## src/rtl/cd_config_sequencer.sv

```systemverilog
// Arbitrates two config requesters onto the clock-divider config port, one write in flight.
// Optional CFG_SEQ_DEDUP_EN: skip writes whose field matches the last acknowledged value.
module cd_config_sequencer #(
  parameter int WIDTH_CONFIG_ADDR = 2,
  parameter int WIDTH_CONFIG_DATA = 8,
  parameter int TIMEOUT_CYCLES    = 16,
  parameter int WIDTH_TIMEOUT     = 5
) (
  input  logic                         clk_i,
  input  logic                         rst_i,
  input  logic                         req0_valid_i,
  input  logic [WIDTH_CONFIG_ADDR-1:0] req0_addr_i,
  input  logic [WIDTH_CONFIG_DATA-1:0] req0_data_i,
  output logic                         req0_ready_o,
  output logic                         req0_done_o,
  output logic                         req0_err_o,
  input  logic                         req1_valid_i,
  input  logic [WIDTH_CONFIG_ADDR-1:0] req1_addr_i,
  input  logic [WIDTH_CONFIG_DATA-1:0] req1_data_i,
  output logic                         req1_ready_o,
  output logic                         req1_done_o,
  output logic                         req1_err_o,
  output logic [WIDTH_CONFIG_ADDR-1:0] c_addr_o,
  output logic [WIDTH_CONFIG_DATA-1:0] c_data_o,
  output logic                         c_valid_o,
  input  logic                         c_UART_ready_i,
  input  logic                         c_VGA_ready_i,
  output logic                         busy_o
);

  // state | meaning: IDLE arbitrate | ISSUE c_valid out | WAIT_ACK await ack | REJECT bad addr | SKIP dedup hit
  typedef enum logic [2:0] {S_IDLE, S_ISSUE, S_WAIT_ACK, S_REJECT, S_SKIP} state_t;

  localparam logic [WIDTH_CONFIG_ADDR-1:0] ADDR_UART = WIDTH_CONFIG_ADDR'(1);
  localparam logic [WIDTH_CONFIG_ADDR-1:0] ADDR_VGA  = WIDTH_CONFIG_ADDR'(2);
  localparam logic [WIDTH_TIMEOUT-1:0]     TO_LOAD   = WIDTH_TIMEOUT'(TIMEOUT_CYCLES - 1);

  state_t                         state_q, state_d;
  logic [WIDTH_TIMEOUT-1:0]       cnt_q, cnt_d;
  logic                           rr_q, rr_d;
  logic                           gnt_q, gnt_d;
  logic [WIDTH_CONFIG_ADDR-1:0]   c_addr_q, c_addr_d;
  logic [WIDTH_CONFIG_DATA-1:0]   c_data_q, c_data_d;
  logic                           c_valid_q, c_valid_d;
  logic [1:0]                     ready_q, ready_d;
  logic [1:0]                     done_q, done_d;
  logic [1:0]                     err_q, err_d;
  logic                           busy_q, busy_d;

  logic                           win;
  logic [WIDTH_CONFIG_ADDR-1:0]   win_addr;
  logic [WIDTH_CONFIG_DATA-1:0]   win_data;
  logic                           win_addr_ok;
  logic                           ack;
  logic                           dedup_hit;

  // rr_q names the requester favoured when both are valid
  assign win         = (req0_valid_i && req1_valid_i) ? rr_q : req1_valid_i;
  assign win_addr    = win ? req1_addr_i : req0_addr_i;
  assign win_data    = win ? req1_data_i : req0_data_i;
  assign win_addr_ok = (win_addr == ADDR_UART) || (win_addr == ADDR_VGA);
  assign ack         = ((c_addr_q == ADDR_UART) && c_UART_ready_i) ||
                       ((c_addr_q == ADDR_VGA)  && c_VGA_ready_i);

`ifdef CFG_SEQ_DEDUP_EN
  logic [2:0] sh_uart_q;
  logic [1:0] sh_vga_q;
  logic       sh_uart_vld_q;
  logic       sh_vga_vld_q;

  always_ff @(posedge clk_i) begin
    if (rst_i) begin
      sh_uart_q     <= '0;
      sh_vga_q      <= '0;
      sh_uart_vld_q <= 1'b0;
      sh_vga_vld_q  <= 1'b0;
    end else if (state_q == S_WAIT_ACK && ack) begin
      if (c_addr_q == ADDR_UART) begin
        sh_uart_q     <= c_data_q[4:2];
        sh_uart_vld_q <= 1'b1;
      end else begin
        sh_vga_q     <= c_data_q[4:3];
        sh_vga_vld_q <= 1'b1;
      end
    end
  end

  assign dedup_hit = ((win_addr == ADDR_UART) && sh_uart_vld_q && (win_data[4:2] == sh_uart_q)) ||
                     ((win_addr == ADDR_VGA)  && sh_vga_vld_q  && (win_data[4:3] == sh_vga_q));
`else
  assign dedup_hit = 1'b0;
`endif

  always_comb begin
    state_d   = state_q;
    cnt_d     = cnt_q;
    rr_d      = rr_q;
    gnt_d     = gnt_q;
    c_addr_d  = c_addr_q;
    c_data_d  = c_data_q;
    c_valid_d = 1'b0;
    ready_d   = '0;
    done_d    = '0;
    err_d     = '0;
    case (state_q)
      S_IDLE: begin
        if (req0_valid_i || req1_valid_i) begin
          gnt_d        = win;
          rr_d         = ~win;
          ready_d[win] = 1'b1;
          if (!win_addr_ok) begin
            state_d = S_REJECT;
          end else if (dedup_hit) begin
            state_d = S_SKIP;
          end else begin
            state_d   = S_ISSUE;
            c_valid_d = 1'b1;
            c_addr_d  = win_addr;
            c_data_d  = win_data;
          end
        end
      end
      S_ISSUE: begin
        state_d = S_WAIT_ACK;
        cnt_d   = TO_LOAD;
      end
      S_WAIT_ACK: begin
        if (ack) begin
          done_d[gnt_q] = 1'b1;
          state_d       = S_IDLE;
        end else if (cnt_q == '0) begin
          err_d[gnt_q] = 1'b1;
          state_d      = S_IDLE;
        end else begin
          cnt_d = cnt_q - 1'b1;
        end
      end
      S_REJECT: begin
        err_d[gnt_q] = 1'b1;
        state_d      = S_IDLE;
      end
      S_SKIP: begin
        done_d[gnt_q] = 1'b1;
        state_d       = S_IDLE;
      end
      default: state_d = S_IDLE;
    endcase
    busy_d = (state_d != S_IDLE);
  end

  always_ff @(posedge clk_i) begin
    if (rst_i) begin
      state_q   <= S_IDLE;
      cnt_q     <= '0;
      rr_q      <= 1'b0;
      gnt_q     <= 1'b0;
      c_addr_q  <= '0;
      c_data_q  <= '0;
      c_valid_q <= 1'b0;
      ready_q   <= '0;
      done_q    <= '0;
      err_q     <= '0;
      busy_q    <= 1'b0;
    end else begin
      state_q   <= state_d;
      cnt_q     <= cnt_d;
      rr_q      <= rr_d;
      gnt_q     <= gnt_d;
      c_addr_q  <= c_addr_d;
      c_data_q  <= c_data_d;
      c_valid_q <= c_valid_d;
      ready_q   <= ready_d;
      done_q    <= done_d;
      err_q     <= err_d;
      busy_q    <= busy_d;
    end
  end

  assign req0_ready_o = ready_q[0];
  assign req1_ready_o = ready_q[1];
  assign req0_done_o  = done_q[0];
  assign req1_done_o  = done_q[1];
  assign req0_err_o   = err_q[0];
  assign req1_err_o   = err_q[1];
  assign c_addr_o     = c_addr_q;
  assign c_data_o     = c_data_q;
  assign c_valid_o    = c_valid_q;
  assign busy_o       = busy_q;

endmodule

```

## config.mk

```make
export PLATFORM = sky130hd
export DESIGN_NAME = cd_config_sequencer
export DESIGN_NICKNAME = d
export VERILOG_FILES = /design/src/rtl/cd_config_sequencer.sv
export SDC_FILE = /design/constraint.sdc
export NUM_CORES = 1
export LEC_CHECK = 0
export ABC_AREA = 0
export CORE_ASPECT_RATIO = 1.1
export CORE_MARGIN = 5
export CORE_UTILIZATION = 41
export CTS_CLUSTER_DIAMETER = 120
export DETAILED_ROUTE_END_ITERATION = 10
export GPL_TIMING_DRIVEN = 0
export PLACE_DENSITY = 0.75
export RECOVER_POWER = 100
export SLEW_MARGIN = 20
export SYNTH_ARGS = -nofsm -noshare
export SYNTH_HDL_FRONTEND = slang
export SYNTH_SLANG_ARGS = --single-unit
```

## constraint.sdc

```tcl
create_clock -name clk_i -period 1.95 [get_ports clk_i]
set_input_delay 0.39 -clock clk_i [delete_from_list [all_inputs] [get_ports clk_i]]
set_output_delay 0.39 -clock clk_i [all_outputs]
set_load 0.005 [all_outputs]
```

# ---- After elaboration in Yosys (flattened, before gate mapping)
# Index checks and enable logic that the tools add are counted.
dict set report totals {
  word_cells 66
  romBits 0
  latch_bits 0
  out_inout_bits 18
  mem_count 0
  in_bits 26
  ram_bits 0
  reg_bits 28
}
dict set report classes {
  mul 0
  n_eq_ne 10
  order_cmp 4
  reduce_logical 16
  n_mux 21
  n_addsub 1
  shift 0
  div_mod_pow 0
  bitwise_logic 3
}
# operator n
set op_table {}
lappend op_table {{$mux W2} 5}
lappend op_table {{$mux W5} 2}
lappend op_table {{$pmux W5 S2} 1}
lappend op_table {{$mux W3} 3}
lappend op_table {{$pmux W3 S3} 1}
lappend op_table {{$mux W8} 1}
lappend op_table {{$pmux W2 S2} 2}
lappend op_table {{$eq A3 B2 Y1 const B} 2}
lappend op_table {{$reduce_and A3 Y1} 2}
lappend op_table {{$logic_and A1 B1 Y1} 5}
lappend op_table {{$logic_not A5 Y1} 1}
lappend op_table {{$sub A5 B1 Y5 const B} 1}
lappend op_table {{$eq A2 B1 Y1 const B} 2}
lappend op_table {{$eq A2 B2 Y1 const B} 2}
lappend op_table {{$lt A1 B2 Y1 const B} 2}
lappend op_table {{$mux W1} 4}
lappend op_table {{$ne A2 B2 Y1 const B} 2}
lappend op_table {{$eq A3 B1 Y1 const B} 1}
lappend op_table {{$eq A3 B3 Y1 const B} 1}
lappend op_table {{$logic_not A3 Y1} 1}
lappend op_table {{$logic_or A1 B1 Y1} 3}
lappend op_table {{$not A1 Y1} 3}
lappend op_table {{$reduce_bool A3 Y1} 1}
lappend op_table {{$reduce_or A3 Y1} 1}
lappend op_table {{4 further kinds} 6}

# ---- Longest topological paths before layout
dict set report logic_depth {
  word_depth 9
  depth_mapped 6
  mapped_depth_nobuf 6
}

# ---- Least setup slack after synthesis
# OpenSTA, ideal clock, no wires.
dict set report synth_timing {
  path_kind {register to register}
  startpoint {register cnt_q[0]}
  endpoint {register cnt_q[2]}
  stages_incl_launch_ff 7
  path_slack_ns 0.113
  required_time_ns 1.876
  arrival_time_ns 1.763
  n_path_buf 0
  setup_time_ns 0.074
  period_less_slack_ns 1.837
  cell_sequence {dfxtp_1 -> inv_1 -> ha_1 -> nor4b_1 -> or4_1 -> or4_1 -> a31oi_1}
}
dict set report synth_between {
  elab_chain_len 4
  word_cells_on_any_way 7
  classes_between {add/sub (1); eq/ne (1); mux (3); reduce/logical (2)}
}
# item line
set synth_lines {}
lappend synth_lines {{start, declared} 39} ;# logic [WIDTH_TIMEOUT-1:0] cnt_q, cnt_d;
lappend synth_lines {{start signal, assigned} 166} ;# cnt_q <= cnt_d;
lappend synth_lines {{$sub A5 B1 Y5} 135} ;# cnt_d = cnt_q - 1'b1;
lappend synth_lines {{$mux W5} 131} ;# end else if (cnt_q == '0) begin
lappend synth_lines {{$mux W5} 128} ;# if (ack) begin
lappend synth_lines {{$pmux W5 S2} 105} ;# case (state_q)
# Parallel ways exist; a longest one is shown, timed or not. The select of a mux whose other input is x is not followed.
# A chain may end at the register's enable or synchronous reset.

# ---- Final worst setup path
dict set report layout_timing {
  startpoint {input port c_UART_ready_i}
  endpoint {register cnt_q[2]}
}
dict set report layout_between {
  elab_chain_len 4
}
# item line
set layout_lines {}
lappend layout_lines {{start, declared} 26} ;# input logic c_UART_ready_i,
lappend layout_lines {{$logic_and A1 B1 Y1} 62} ;# assign ack = ((c_addr_q == ADDR_UART) && c_UART_ready_i) ||
lappend layout_lines {{$logic_or A1 B1 Y1} 62}
lappend layout_lines {{$ne A2 B2 Y1 (no source line)} n/a}
lappend layout_lines {{$reduce_and A3 Y1 (no source line)} n/a}
# Every way passes these cells.

==> reports/qor.csv <==
metric,value,unit
die_x,64.84,um
dieArea,0.004560,mm2
critPathCaptureType,flop,
fill_cells,295,
drc,0,
final_hold_viol_count,0,
syn_nets,178,
final_area,0.001896,mm2
root_buffer,clkbuf_4,
slew_viol_final,0,
worstHoldPathType,flop to flop,
intPower,0.8758,mW
synth_top_area_share,41.33,%
status,"finished, final reports clean",
leakagePower,0.7086,nW
ys_ff_latch,28,
whs_endpoint,done_q[0],
dp_cells,228,
switching_power,0.3729,mW
slew_headroom,53.19,%
pwr-share-seq,51.6,%
row_count,22,
synth_cells,150,
synth_top_area_cell,dfxtp_1,
antenna_cells,0,
timing.fmax,0.5318,GHz
cts_tree,yes,
antenna_found_initial,0,
placed_cell_area,0.001822,mm2
hold_depth,1,
wl_per_cell,16.26,um
setup_viol,0,
syn_area_per_cell,9.042,um2
pwr-share-comb,29.1,%
synth_warnings,0,
peakVddDrop,0.2589,mV
ys_top_cells_by_area,"dfxtp_1 41%, mux2i_1 6.6%, a311oi_1 5.8%, a31oi_1 4.6%, nor3_1 2.6%",
startpoint_type,input port,
drive_gt1_share,8.205,%
hold_start,gnt_q,
synth_flop_cell,dfxtp_1,
async_flop_share,0,%
p_clk_share,19.2,%
power_density,658.8,mW/mm2
synth_cell_types,40,
ioPinCount,44,
grt_overflow,0,
viasPerCell,5.948,
reg2reg_from,cnt_q[1],
first_iter_violations,91,
path_class,input port to flop,
fin_crit_sh,96.43,%
vias,1374,
drt-pass1-iter-count,4,
clkLatencyLatePin,0.33,ns
cp.arrival,2.15,ns
grt_pass1_wl,6161,um
grt_max_degree,15,
drv_cap,0,
clk_pin_slew,0.15,ns
synth_edf_count,0,
cts_hold_buf,0,
fp.coreArea,0.003276,mm2
sw_frac_of_total,29.86,%
synthToLayoutAreaGrowth,39.76,%
yosysSeqAreaShare,41.33,%
required,2.22,ns
io_buffers,42,
die_h,70.33,um
rr_endpoint,cnt_q[2],
htreeDepth,1,
wl,3757,um
finClkSkew,0.007875,ns
stdcell_count,231,
fin_crit,1.880,ns
syn_area,0.001356,mm2
cts_buffers,3,
ant_nets,0,
final_nets,225,
start_util,41.41,%
cts_sinks,28,
worstRegToRegCells,6,
hpwl,2689,um
grt_pass1_vias,1348,
cts_buffer_depth,2,
r2r_setup_slack,0.08,ns
track_usage,16.60,%
globalplace.congestion,0.8665,
tightest_slew,0.7006,ns
cp_max_fo,3,
area by class of cell:
| class | count | area (um2) | area share (%) |
|---|---|---|---|
| Sequential cell | 28 | 563.0 | 29.70 |
| Timing Repair Buffer | 43 | 427.9 | 22.57 |
| Inverter | 7 | 26.28 | 1.386 |
| Multi-Input combinational cell | 105 | 772.0 | 40.73 |
| Buffer | 9 | 38.79 | 2.046 |
| Tap cell | 36 | 45.04 | 2.376 |
| Clock buffer | 3 | 22.52 | 1.188 |
per-layer routing:
layer	track usage, %	wire, um	vias to the layer above
li1	-	-	662
met1	20.77	1556	652
met2	28.64	1952	54
met3	3.215	212	6
met4	4.460	36	0
met5	0	0	-
flip-flops by register name (all words and copies together) (netlist names):
name / cells
c_addr_o: 2
busy_o: 1
c_data_o: 8
cnt_q: 5
rr_q: 1
c_valid_o: 1
gnt_q: 1
ready_q: 2
done_q: 2
state_q: 3
err_q: 2
worst max-delay path: stages:
cell             delay [ns]
clkdlybuf4s50_1        0.43
and3b_1                0.22
or4_1                  0.53
or4_1                  0.41
a31oi_1                0.17
stage by stage:
step / worst slack [ns] / TNS [ns] / util (%) / hold WS [ns] / power [mW]
2_1_floorplan: 0.1129 / 0 / - / 0.4244 / 0.8369
3_3_place_gp: -0.3062 / -4.472 / 55.62 / 0.4497 / 0.9786
3_5_place_dp: -0.3727 / -5.315 / 55.62 / 0.4715 / 0.9893
4_1_cts: 0.005985 / 0 / 56.76 / 0.4439 / 1.227
5_1_grt: -0.007311 / -0.007311 / 57.87 / 0.4972 / 1.312
6_report: 0.06953 / 0 / 57.87 / 0.4837 / 1.249
worst max-delay path by stage:
stage	startpoint	end	slack, ns	cells past startpoint
finish	c_UART_ready_i	cnt_q[2]	0.07	5
global route	cnt_q[0]	cnt_q[2]	-0.007	6
CTS	c_UART_ready_i	cnt_q[2]	0.006	5
detailed placement	c_UART_ready_i	cnt_q[4]	-0.37	5
global placement	c_UART_ready_i	cnt_q[0]	-0.31	5
floorplan	cnt_q[0]	cnt_q[2]	0.11	6
cell usage after synthesis (all sizes together), types with 3 or more instances:
library cell,n
dfxtp,28
a31oi,10
a311oi,9
mux2i,9
inv,7
nor3,7
a21oi,6
clkbuf,6
nor2,6
o21ai,6
nand2b,5
buf,4
nand2,4
nor4b,4
nand3b,3
nor2b,3
timing repair:
| item | in CTS | in global routing |
|---|---|---|
| setup endpoints to repair | 6 | 13 |
| gates resized for setup | 2 | 10 |
| gates cloned | 0 | 0 |
| pin swaps | 0 | 4 |
| setup buffers | 1 | 0 |
kinds of logic after synthesis:
kind of cell	Yosys count	share of synthesized area, %
other	1	0.2765
xor gates and xnor gates	2	1.292
DFF	28	41.33
and+or+nand+nor	48	21.31
adders and majority gates	2	1.845
AOI/OAI and AO/OA	43	22.42
buffers and inverters	17	4.890
muxes	9	6.642
placed cells by master, fill, tap and decap left out, drive strengths merged, types with 3 or more instances in the layout:
| cell | count |
|---|---|
| clkdlybuf4s50 | 42 |
| dfxtp | 28 |
| a31oi | 10 |
| mux2i | 9 |
| a311oi | 9 |
| clkbuf | 9 |
| nor3 | 7 |
| inv | 7 |
| nor2 | 6 |
| a21oi | 6 |
| o21ai | 6 |
| nand2b | 5 |
| nor4b | 4 |
| nand2 | 4 |
| buf | 4 |
| nor2b | 3 |
| nand3b | 3 |
power groups by stage:
stage / clock network [mW] / registers (mW) / logic (mW)
finish: 0.240 / 0.645 / 0.364
floorplan: 0 / 0.649 / 0.188
detailed placement: 0 / 0.650 / 0.339
global placement: 0 / 0.649 / 0.329
CTS: 0.242 / 0.638 / 0.346
global route: 0.265 / 0.651 / 0.395
No activity file was read; power rests on OpenSTA's default activity.
